`src/rtl/lsu_mem_req_pkg.sv`:
```
// Shared types and codes for the MEM-stage load/store request unit.
// Size and extension encodings must match the decode stage and the load-data extender.
package lsu_mem_req_pkg;

    typedef enum logic [1:0] {
        LSU_IDLE = 2'd0,
        LSU_REQ  = 2'd1,
        LSU_WAIT = 2'd2
    } lsu_state_e;

    localparam logic [1:0] LSU_SIZE_B = 2'b00;
    localparam logic [1:0] LSU_SIZE_H = 2'b01;
    localparam logic [1:0] LSU_SIZE_W = 2'b10;

    localparam logic [2:0] RAM_EXT_W  = 3'd0;
    localparam logic [2:0] RAM_EXT_B  = 3'd1;
    localparam logic [2:0] RAM_EXT_BU = 3'd2;
    localparam logic [2:0] RAM_EXT_H  = 3'd3;
    localparam logic [2:0] RAM_EXT_HU = 3'd4;

    // Size code 11 behaves as a word access.
    function automatic logic is_misaligned(input logic [1:0] size, input logic [1:0] off);
        return ((size == LSU_SIZE_H) && off[0]) ||
               (((size == LSU_SIZE_W) || (size == 2'b11)) && (off != 2'b00));
    endfunction

endpackage

```
`src/rtl/lsu_mem_req_if.sv`:
```
// Data-RAM request/response bus: the unit is the master, the RAM controller the slave.
interface lsu_mem_req_if #(
    parameter int ADDR_W = 32
);
    logic              data_req;
    logic              data_wr;
    logic [3:0]        data_wstrb;
    logic [ADDR_W-1:0] data_addr;
    logic [31:0]       data_wdata;
    logic              data_addr_ok;
    logic              data_data_ok;
    logic [31:0]       data_rdata;

    modport master (
        output data_req, data_wr, data_wstrb, data_addr, data_wdata,
        input  data_addr_ok, data_data_ok, data_rdata
    );

    modport slave (
        input  data_req, data_wr, data_wstrb, data_addr, data_wdata,
        output data_addr_ok, data_data_ok, data_rdata
    );
endinterface

```
`src/rtl/lsu_mem_req_store_align.sv`:
```
// Combinational store lane steering: byte strobes and lane-replicated write data.
module lsu_store_align
    import lsu_mem_req_pkg::*;
(
    input  logic [1:0]  size,
    input  logic [1:0]  offset,
    input  logic [31:0] wdata,
    output logic [3:0]  wstrb,
    output logic [31:0] wdata_rep
);
    genvar gi;
    generate
        for (gi = 0; gi < 4; gi++) begin : g_lane
            localparam logic [1:0] LANE = 2'(gi);
            assign wstrb[gi] = (size == LSU_SIZE_B) ? (offset == LANE) :
                               (size == LSU_SIZE_H) ? (offset[1] == LANE[1]) : 1'b1;
            assign wdata_rep[8*gi +: 8] = (size == LSU_SIZE_B) ? wdata[7:0] :
                                          (size == LSU_SIZE_H) ? wdata[8*(gi%2) +: 8] :
                                                                 wdata[8*gi +: 8];
        end
    endgenerate
endmodule

```
`src/rtl/lsu_mem_req.sv`:
```
// MEM-stage load/store request unit: issues one bus transaction per memory op,
// stalls the pipeline while it is in flight and hands the raw read word to the extender.
module lsu_mem_req
    import lsu_mem_req_pkg::*;
#(
    parameter int ADDR_W         = 32,
    parameter int RESP_FIFO_FREE = 0
) (
    input  logic              clk,
    input  logic              rst,
    input  logic              ex_valid,
    input  logic              ex_we,
    input  logic [1:0]        ex_size,
    input  logic [ADDR_W-1:0] ex_addr,
    input  logic [31:0]       ex_wdata,
    input  logic [2:0]        ex_ext_op,
    input  logic              flush,
    lsu_mem_req_if.master     bus,
    output logic              lsu_stall,
    output logic              lsu_done,
    output logic              ale,
    output logic [31:0]       ld_din,
    output logic [1:0]        ld_byte_offset,
    output logic [2:0]        ld_ext_op
);
    // Only single-outstanding operation exists; any other setting never issues.
    localparam bit SINGLE_OUTSTANDING = (RESP_FIFO_FREE == 0);

    lsu_state_e        state_q, state_d;
    logic              cancel_q, cancel_d;
    logic              done_q, done_d;
    logic              wr_q, wr_d;
    logic [3:0]        wstrb_q, wstrb_d;
    logic [ADDR_W-1:0] addr_q, addr_d;
    logic [31:0]       wdata_q, wdata_d;
    logic [2:0]        ext_q, ext_d;
    logic [1:0]        off_q, off_d;
    logic [31:0]       ld_din_q, ld_din_d;
    logic [1:0]        ld_off_q, ld_off_d;
    logic [2:0]        ld_ext_q, ld_ext_d;

    logic        misaligned, idle_op, accept;
    logic [3:0]  align_wstrb;
    logic [31:0] align_wdata;

    lsu_store_align u_align (
        .size      (ex_size),
        .offset    (ex_addr[1:0]),
        .wdata     (ex_wdata),
        .wstrb     (align_wstrb),
        .wdata_rep (align_wdata)
    );

    // done_q keeps the just-completed op, still visible on ex_*, from issuing twice.
    assign misaligned = is_misaligned(ex_size, ex_addr[1:0]);
    assign idle_op    = (state_q == LSU_IDLE) && ex_valid && !flush && !done_q;
    assign accept     = idle_op && !misaligned && SINGLE_OUTSTANDING;
    assign ale        = idle_op && misaligned;

    always_comb begin
        state_d  = state_q;
        cancel_d = cancel_q;
        done_d   = 1'b0;
        wr_d     = wr_q;
        wstrb_d  = wstrb_q;
        addr_d   = addr_q;
        wdata_d  = wdata_q;
        ext_d    = ext_q;
        off_d    = off_q;
        ld_din_d = ld_din_q;
        ld_off_d = ld_off_q;
        ld_ext_d = ld_ext_q;
        case (state_q)
            LSU_IDLE: begin
                if (accept) begin
                    state_d = LSU_REQ;
                    wr_d    = ex_we;
                    wstrb_d = ex_we ? align_wstrb : 4'b0000;
                    addr_d  = ex_addr;
                    wdata_d = align_wdata;
                    ext_d   = ex_ext_op;
                    off_d   = ex_addr[1:0];
                end
            end
            LSU_REQ: begin
                if (flush) cancel_d = 1'b1;
                if (bus.data_addr_ok) state_d = LSU_WAIT;
            end
            LSU_WAIT: begin
                if (flush) cancel_d = 1'b1;
                // Response ends the transaction; a flushed op drains silently.
                if (bus.data_data_ok) begin
                    state_d  = LSU_IDLE;
                    cancel_d = 1'b0;
                    if (!cancel_q) begin
                        done_d = 1'b1;
                        if (!wr_q) begin
                            ld_din_d = bus.data_rdata;
                            ld_off_d = off_q;
                            ld_ext_d = ext_q;
                        end
                    end
                end
            end
            default: state_d = LSU_IDLE;
        endcase
    end

    always_ff @(posedge clk or posedge rst) begin
        if (rst) begin
            state_q  <= LSU_IDLE;
            cancel_q <= 1'b0;
            done_q   <= 1'b0;
            wr_q     <= 1'b0;
            wstrb_q  <= 4'b0000;
            addr_q   <= '0;
            wdata_q  <= '0;
            ext_q    <= '0;
            off_q    <= '0;
            ld_din_q <= '0;
            ld_off_q <= '0;
            ld_ext_q <= '0;
        end else begin
            state_q  <= state_d;
            cancel_q <= cancel_d;
            done_q   <= done_d;
            wr_q     <= wr_d;
            wstrb_q  <= wstrb_d;
            addr_q   <= addr_d;
            wdata_q  <= wdata_d;
            ext_q    <= ext_d;
            off_q    <= off_d;
            ld_din_q <= ld_din_d;
            ld_off_q <= ld_off_d;
            ld_ext_q <= ld_ext_d;
        end
    end

    assign bus.data_req   = (state_q == LSU_REQ);
    assign bus.data_wr    = wr_q;
    assign bus.data_wstrb = wstrb_q;
    assign bus.data_addr  = addr_q;
    assign bus.data_wdata = wdata_q;

    assign lsu_stall      = (state_q != LSU_IDLE) || accept;
    assign lsu_done       = done_q;
    assign ld_din         = ld_din_q;
    assign ld_byte_offset = ld_off_q;
    assign ld_ext_op      = ld_ext_q;
endmodule

```
`src/flat_wrapper.sv`:
```
// flat-port wrapper written by rule: the top's interface ports become plain ports
module lsu_mem_req_flat import lsu_mem_req_pkg::*;
#(
    parameter int ADDR_W         = 32,
    parameter int RESP_FIFO_FREE = 0
)
  (clk, rst, ex_valid, ex_we, ex_size, ex_addr, ex_wdata, ex_ext_op, flush, lsu_stall, lsu_done, ale, ld_din, ld_byte_offset, ld_ext_op, bus_data_req, bus_data_wr, bus_data_wstrb, bus_data_addr, bus_data_wdata, bus_data_addr_ok, bus_data_data_ok, bus_data_rdata);
  lsu_mem_req_if #(.ADDR_W(ADDR_W)) bus_i ();
  input  logic clk;
  input  logic rst;
  input  logic ex_valid;
  input  logic ex_we;
  input  logic [1:0] ex_size;
  input  logic [ADDR_W-1:0] ex_addr;
  input  logic [31:0] ex_wdata;
  input  logic [2:0] ex_ext_op;
  input  logic flush;
  output logic lsu_stall;
  output logic lsu_done;
  output logic ale;
  output logic [31:0] ld_din;
  output logic [1:0] ld_byte_offset;
  output logic [2:0] ld_ext_op;
  output wire logic [$bits(bus_i.data_req)-1:0] bus_data_req;
  output wire logic [$bits(bus_i.data_wr)-1:0] bus_data_wr;
  output wire logic [$bits(bus_i.data_wstrb)-1:0] bus_data_wstrb;
  output wire logic [$bits(bus_i.data_addr)-1:0] bus_data_addr;
  output wire logic [$bits(bus_i.data_wdata)-1:0] bus_data_wdata;
  input wire logic [$bits(bus_i.data_addr_ok)-1:0] bus_data_addr_ok;
  input wire logic [$bits(bus_i.data_data_ok)-1:0] bus_data_data_ok;
  input wire logic [$bits(bus_i.data_rdata)-1:0] bus_data_rdata;
  assign bus_data_req = bus_i.data_req;
  assign bus_data_wr = bus_i.data_wr;
  assign bus_data_wstrb = bus_i.data_wstrb;
  assign bus_data_addr = bus_i.data_addr;
  assign bus_data_wdata = bus_i.data_wdata;
  assign bus_i.data_addr_ok = bus_data_addr_ok;
  assign bus_i.data_data_ok = bus_data_data_ok;
  assign bus_i.data_rdata = bus_data_rdata;
  lsu_mem_req #(.ADDR_W(ADDR_W), .RESP_FIFO_FREE(RESP_FIFO_FREE)) u_core (.clk(clk), .rst(rst), .ex_valid(ex_valid), .ex_we(ex_we), .ex_size(ex_size), .ex_addr(ex_addr), .ex_wdata(ex_wdata), .ex_ext_op(ex_ext_op), .flush(flush), .bus(bus_i), .lsu_stall(lsu_stall), .lsu_done(lsu_done), .ale(ale), .ld_din(ld_din), .ld_byte_offset(ld_byte_offset), .ld_ext_op(ld_ext_op));
endmodule
```
`config.mk`:
```
export PLATFORM = sky130hd
export DESIGN_NAME = lsu_mem_req_flat
export DESIGN_NICKNAME = d
export VERILOG_FILES = /design/src/rtl/lsu_mem_req_pkg.sv /design/src/rtl/lsu_mem_req_if.sv /design/src/rtl/lsu_mem_req_store_align.sv /design/src/rtl/lsu_mem_req.sv /design/src/flat_wrapper.sv
export SDC_FILE = /design/constraint.sdc
export NUM_CORES = 1
export LEC_CHECK = 0
export ABC_CLOCK_PERIOD_IN_PS = 4200
export CAP_MARGIN = 40
export CORE_MARGIN = 3
export CORE_UTILIZATION = 30
export CTS_BUF_LIST = sky130_fd_sc_hd__clkbuf_8
export CTS_CLUSTER_DIAMETER = 40
export CTS_CLUSTER_SIZE = 28
export DETAILED_ROUTE_END_ITERATION = 8
export SLEW_MARGIN = 30
export SYNTH_ARGS = -nofsm -noshare
export SYNTH_HDL_FRONTEND = slang
export SYNTH_HIERARCHICAL = 1
export SYNTH_SLANG_ARGS = --single-unit
```
`constraint.sdc`:
```
create_clock -name clk -period 4.2 [get_ports clk]
set_input_delay 0.84 -clock clk [delete_from_list [all_inputs] [get_ports clk]]
set_output_delay 0.84 -clock clk [all_outputs]
set_load 0.01 [all_outputs]
```
==> impl_metrics.yaml <==
clock_network:
  insertion_delay_ps: 420
  clk_path_buf_depth: 2
  cts.hold.buffers_added: 0
  numCtsBuffers: 17
  cts-resized-gates: 0
  cts_root_buffer: "clkbuf_8"
  htreeDepth: 4
  clkSlewWorstSetupHoldPaths_ps: 70
  tritoncts_clock_tree: "done"
  sinks_on_clock_net: 113
  post-cts-setup-buffers: 0
critical_path:
  critical_path.endpoint_type: "output port"
  critical_path.startpoint_type: "input pin"
  timing.critical_path.arrival_ps: 2520
  critical_path.max_fanout: 5
  timing_worst_setup_path_type: "in -> out"
  cp_data_required_time_ps: 3360
detailed_routing:
  via_count: 3424
  finalWirelength_mm: 12.8
  vias_per_cell: 4.45
  first_iter_violations: 90
  detail_route.drc_violations: 0
  post_drt_wl_per_cell_um: 16.7
  drt_first_pass_iters: 4
  post_detailed_route_count_of_antenna_violating_nets: 0
power:
  power_leakage_nw: 3.30
  vdd.ir_drop.worst_uv: 326
  fin_total_pwr_mw: 4.98
  power_density_nw_per_um2: 652
floorplanning:
  floorplan.core_area_um2: 15500
  die_height_um: 133
  row_count: 45
  chipWidth_um: 133
  floorplan.io_pins: 218
  die-area_um2: 17700
  floorplan.initialDensity_pct: 31.2
flow_run:
  max-cap-violations: 0
timing:
  final_hold_vio_count: 0
  finalClockSkew_ps: 8.55
  grt_setup_unrepaired: "no"
  maxClockFrequency_ghz: 0.297
  holdWs_ps: 477
  timing_worst_slew_pin_value_ps: 715
  finalWorstPathRequiredPeriod_ps: 3360
  timing.max_slew.rel_slack_pct: 52.3
  post-route-period-util_pct: 80.1
  setup_violations: 0
  finalMaxSlewViolations: 0
  setup-tns-final_ps: 0
logic_synthesis:
  synth_largest_area_cell: "dfrtp_1"
  syn-num-nets: 437
  yosysWarningCount: 6
  synth_top_flop_cell: "dfrtp_1"
  synth_top_area_share_pct: 58.5
  post_synth_num_cell_types: 25
  sequential_fraction_of_the_synthesis_area_pct: 58.5
  number_of_flops_mapped_to_enable_cells_by_yosys: 0
  post_syn_area_um2: 4830
  syn_avg_cell_area_um2: 14.9
  async_reset_ff_share_pct: 100
  syn_inst: 325
  ys_seq_elements: 113
  synth.top_cells.by_area: "dfrtp_1 (59%), mux2_2 (28%), buf_4 (1.7%), mux2i_1 (1.7%), o21ai_2 (1.5%)"
layout:
  mostFrequentLayoutCell: "clkdlybuf4s50_1"
  number_of_standard_cells_in_the_final_layout_excluding_fillers: 770
  n_antenna_cell: 0
  drive_gt1_share_pct: 30.2
  top_library_cells_by_usage_in_the_layout_fill_and_taps_aside: "clkdlybuf4s50_1 (217), mux2_2 (119), dfrtp_1 (113), clkbuf_8 (19), nand2_1 (18)"
  area.growth.synth_to_final_pct: 58.3
  layout.nets: 658
placed_design:
  dp_hpwl_mm: 9.48
  gpl.final_weighted_congestion: 0.729
  count_of_input_and_output_buffers: 217
  post-place-cells: 738
outcome:
  run_status: "finished, final reports clean"
global_route:
  grt_max_degree: 78
  final_global_route_overflow_total: 0
  antenna_found_initial: 0
  vias_in_the_first_global_route: 3826
  global_route_wire_length_before_repair_mm: 20.7
  gr-usage-all-layers_pct: 14.9
min_path:
  hp-class: "reg -> reg"
-- worst max-delay path, stage by stage --
cell and delay [ps]:
clkdlybuf4s50_1 520, a21oi_1 350, o2111ai_4 140, nand2_1 120
clkdlybuf4s50_1 540
-- cell type report --
cell class	count	area, um^2
clock inverters	13	193
inverters	6	27.5
well taps	211	264
repair buffers	225	2250
multi-input cells	183	1820
clock buffers	19	262
flip-flops and latches	113	2830
fillers	1354	7840
-- through the flow --
step / worst slack (ps) / instance area, um^2 / util, %
global placement: 854 / 7160 / 46.3
detailed placement: 849 / 7190 / 46.5
finish: 837 / 7650 / 49.4
CTS: 836 / 7650 / 49.4
floorplan: 373 / 4830 / -
global route: 793 / 7650 / 49.4
-- state kept, by name, indices dropped and copies added, names as in the netlist --
register	cells
u_core/bus.data_addr	32
u_core/bus.data_wdata	32
u_core/bus.data_wr	1
u_core/bus.data_wstrb	4
u_core/cancel_q	1
u_core/ext_q	3
u_core/ld_byte_offset	2
u_core/ld_din	32
u_core/ld_ext_op	3
u_core/lsu_done	1
u_core/state_q	2
-- synthesized netlist by cell type (2+ instances only) --
master / number
mux2_2: 119
dfrtp_1: 113
nand2_1: 18
buf_4: 11
buf_2: 8
mux2i_1: 8
o21ai_2: 8
inv_1: 6
ha_1: 4
mux2_1: 4
nor2_1: 4
o21ai_0: 4
buf_6: 3
a21o_1: 2
a21oi_1: 2
o21bai_1: 2
-- path summary, 6_finish.rpt --
kind | end | cells after the start | slack, ps | startpoint
setup / recovery | lsu_stall | 5 | 840 | ex_addr[0]
hold reg to reg | u_core/bus.data_wstrb[1]$_DFFE_PP0P_ | 2 | 480 | u_core/bus.data_wstrb[1]$_DFFE_PP0P_
min in group asynchronous | u_core/ld_din[21]$_DFFE_PP0P_ | 2 | 920 | rst
hold / removal | u_core/bus.data_wstrb[1]$_DFFE_PP0P_ | 2 | 480 | u_core/bus.data_wstrb[1]$_DFFE_PP0P_
setup reg to reg | u_core/state_q[1]$_DFFE_PP0P_ | 6 | 1970 | u_core/state_q[1]$_DFFE_PP0P_
max in group asynchronous | u_core/bus.data_wdata[3]$_DFFE_PP0P_ | 3 | 2590 | rst
-- kinds of logic after synthesis --
group / Yosys count / share of synthesized area [%]
AND/OR/NAND/NOR: 27 / 2.77
buffers and inverters: 29 / 4.01
adder cells (fa/ha/maj): 4 / 1.04
flip-flops: 113 / 58.5
multiplexers: 131 / 30.3
AO/OA/AOI/OAI: 21 / 3.34
-- where the power goes --
part | internal, mW | switching, mW
clock network | 0.730 | 0.444
registers | 1.57 | 0.252
logic | 1.27 | 0.723
total | 3.57 | 1.42
-- per-layer routing --
metal  share of wire [%]  up-vias  wire (um)  track usage [%]
li1                    -     1578          -                -
met4                0.95        0        122             4.73
met1                  40     1677       5190             17.3
met2                  47      162       6030             23.2
met3                  12        7       1500             8.59
met5                   0        -          0                0
No activity file was read; power rests on OpenSTA's default activity.
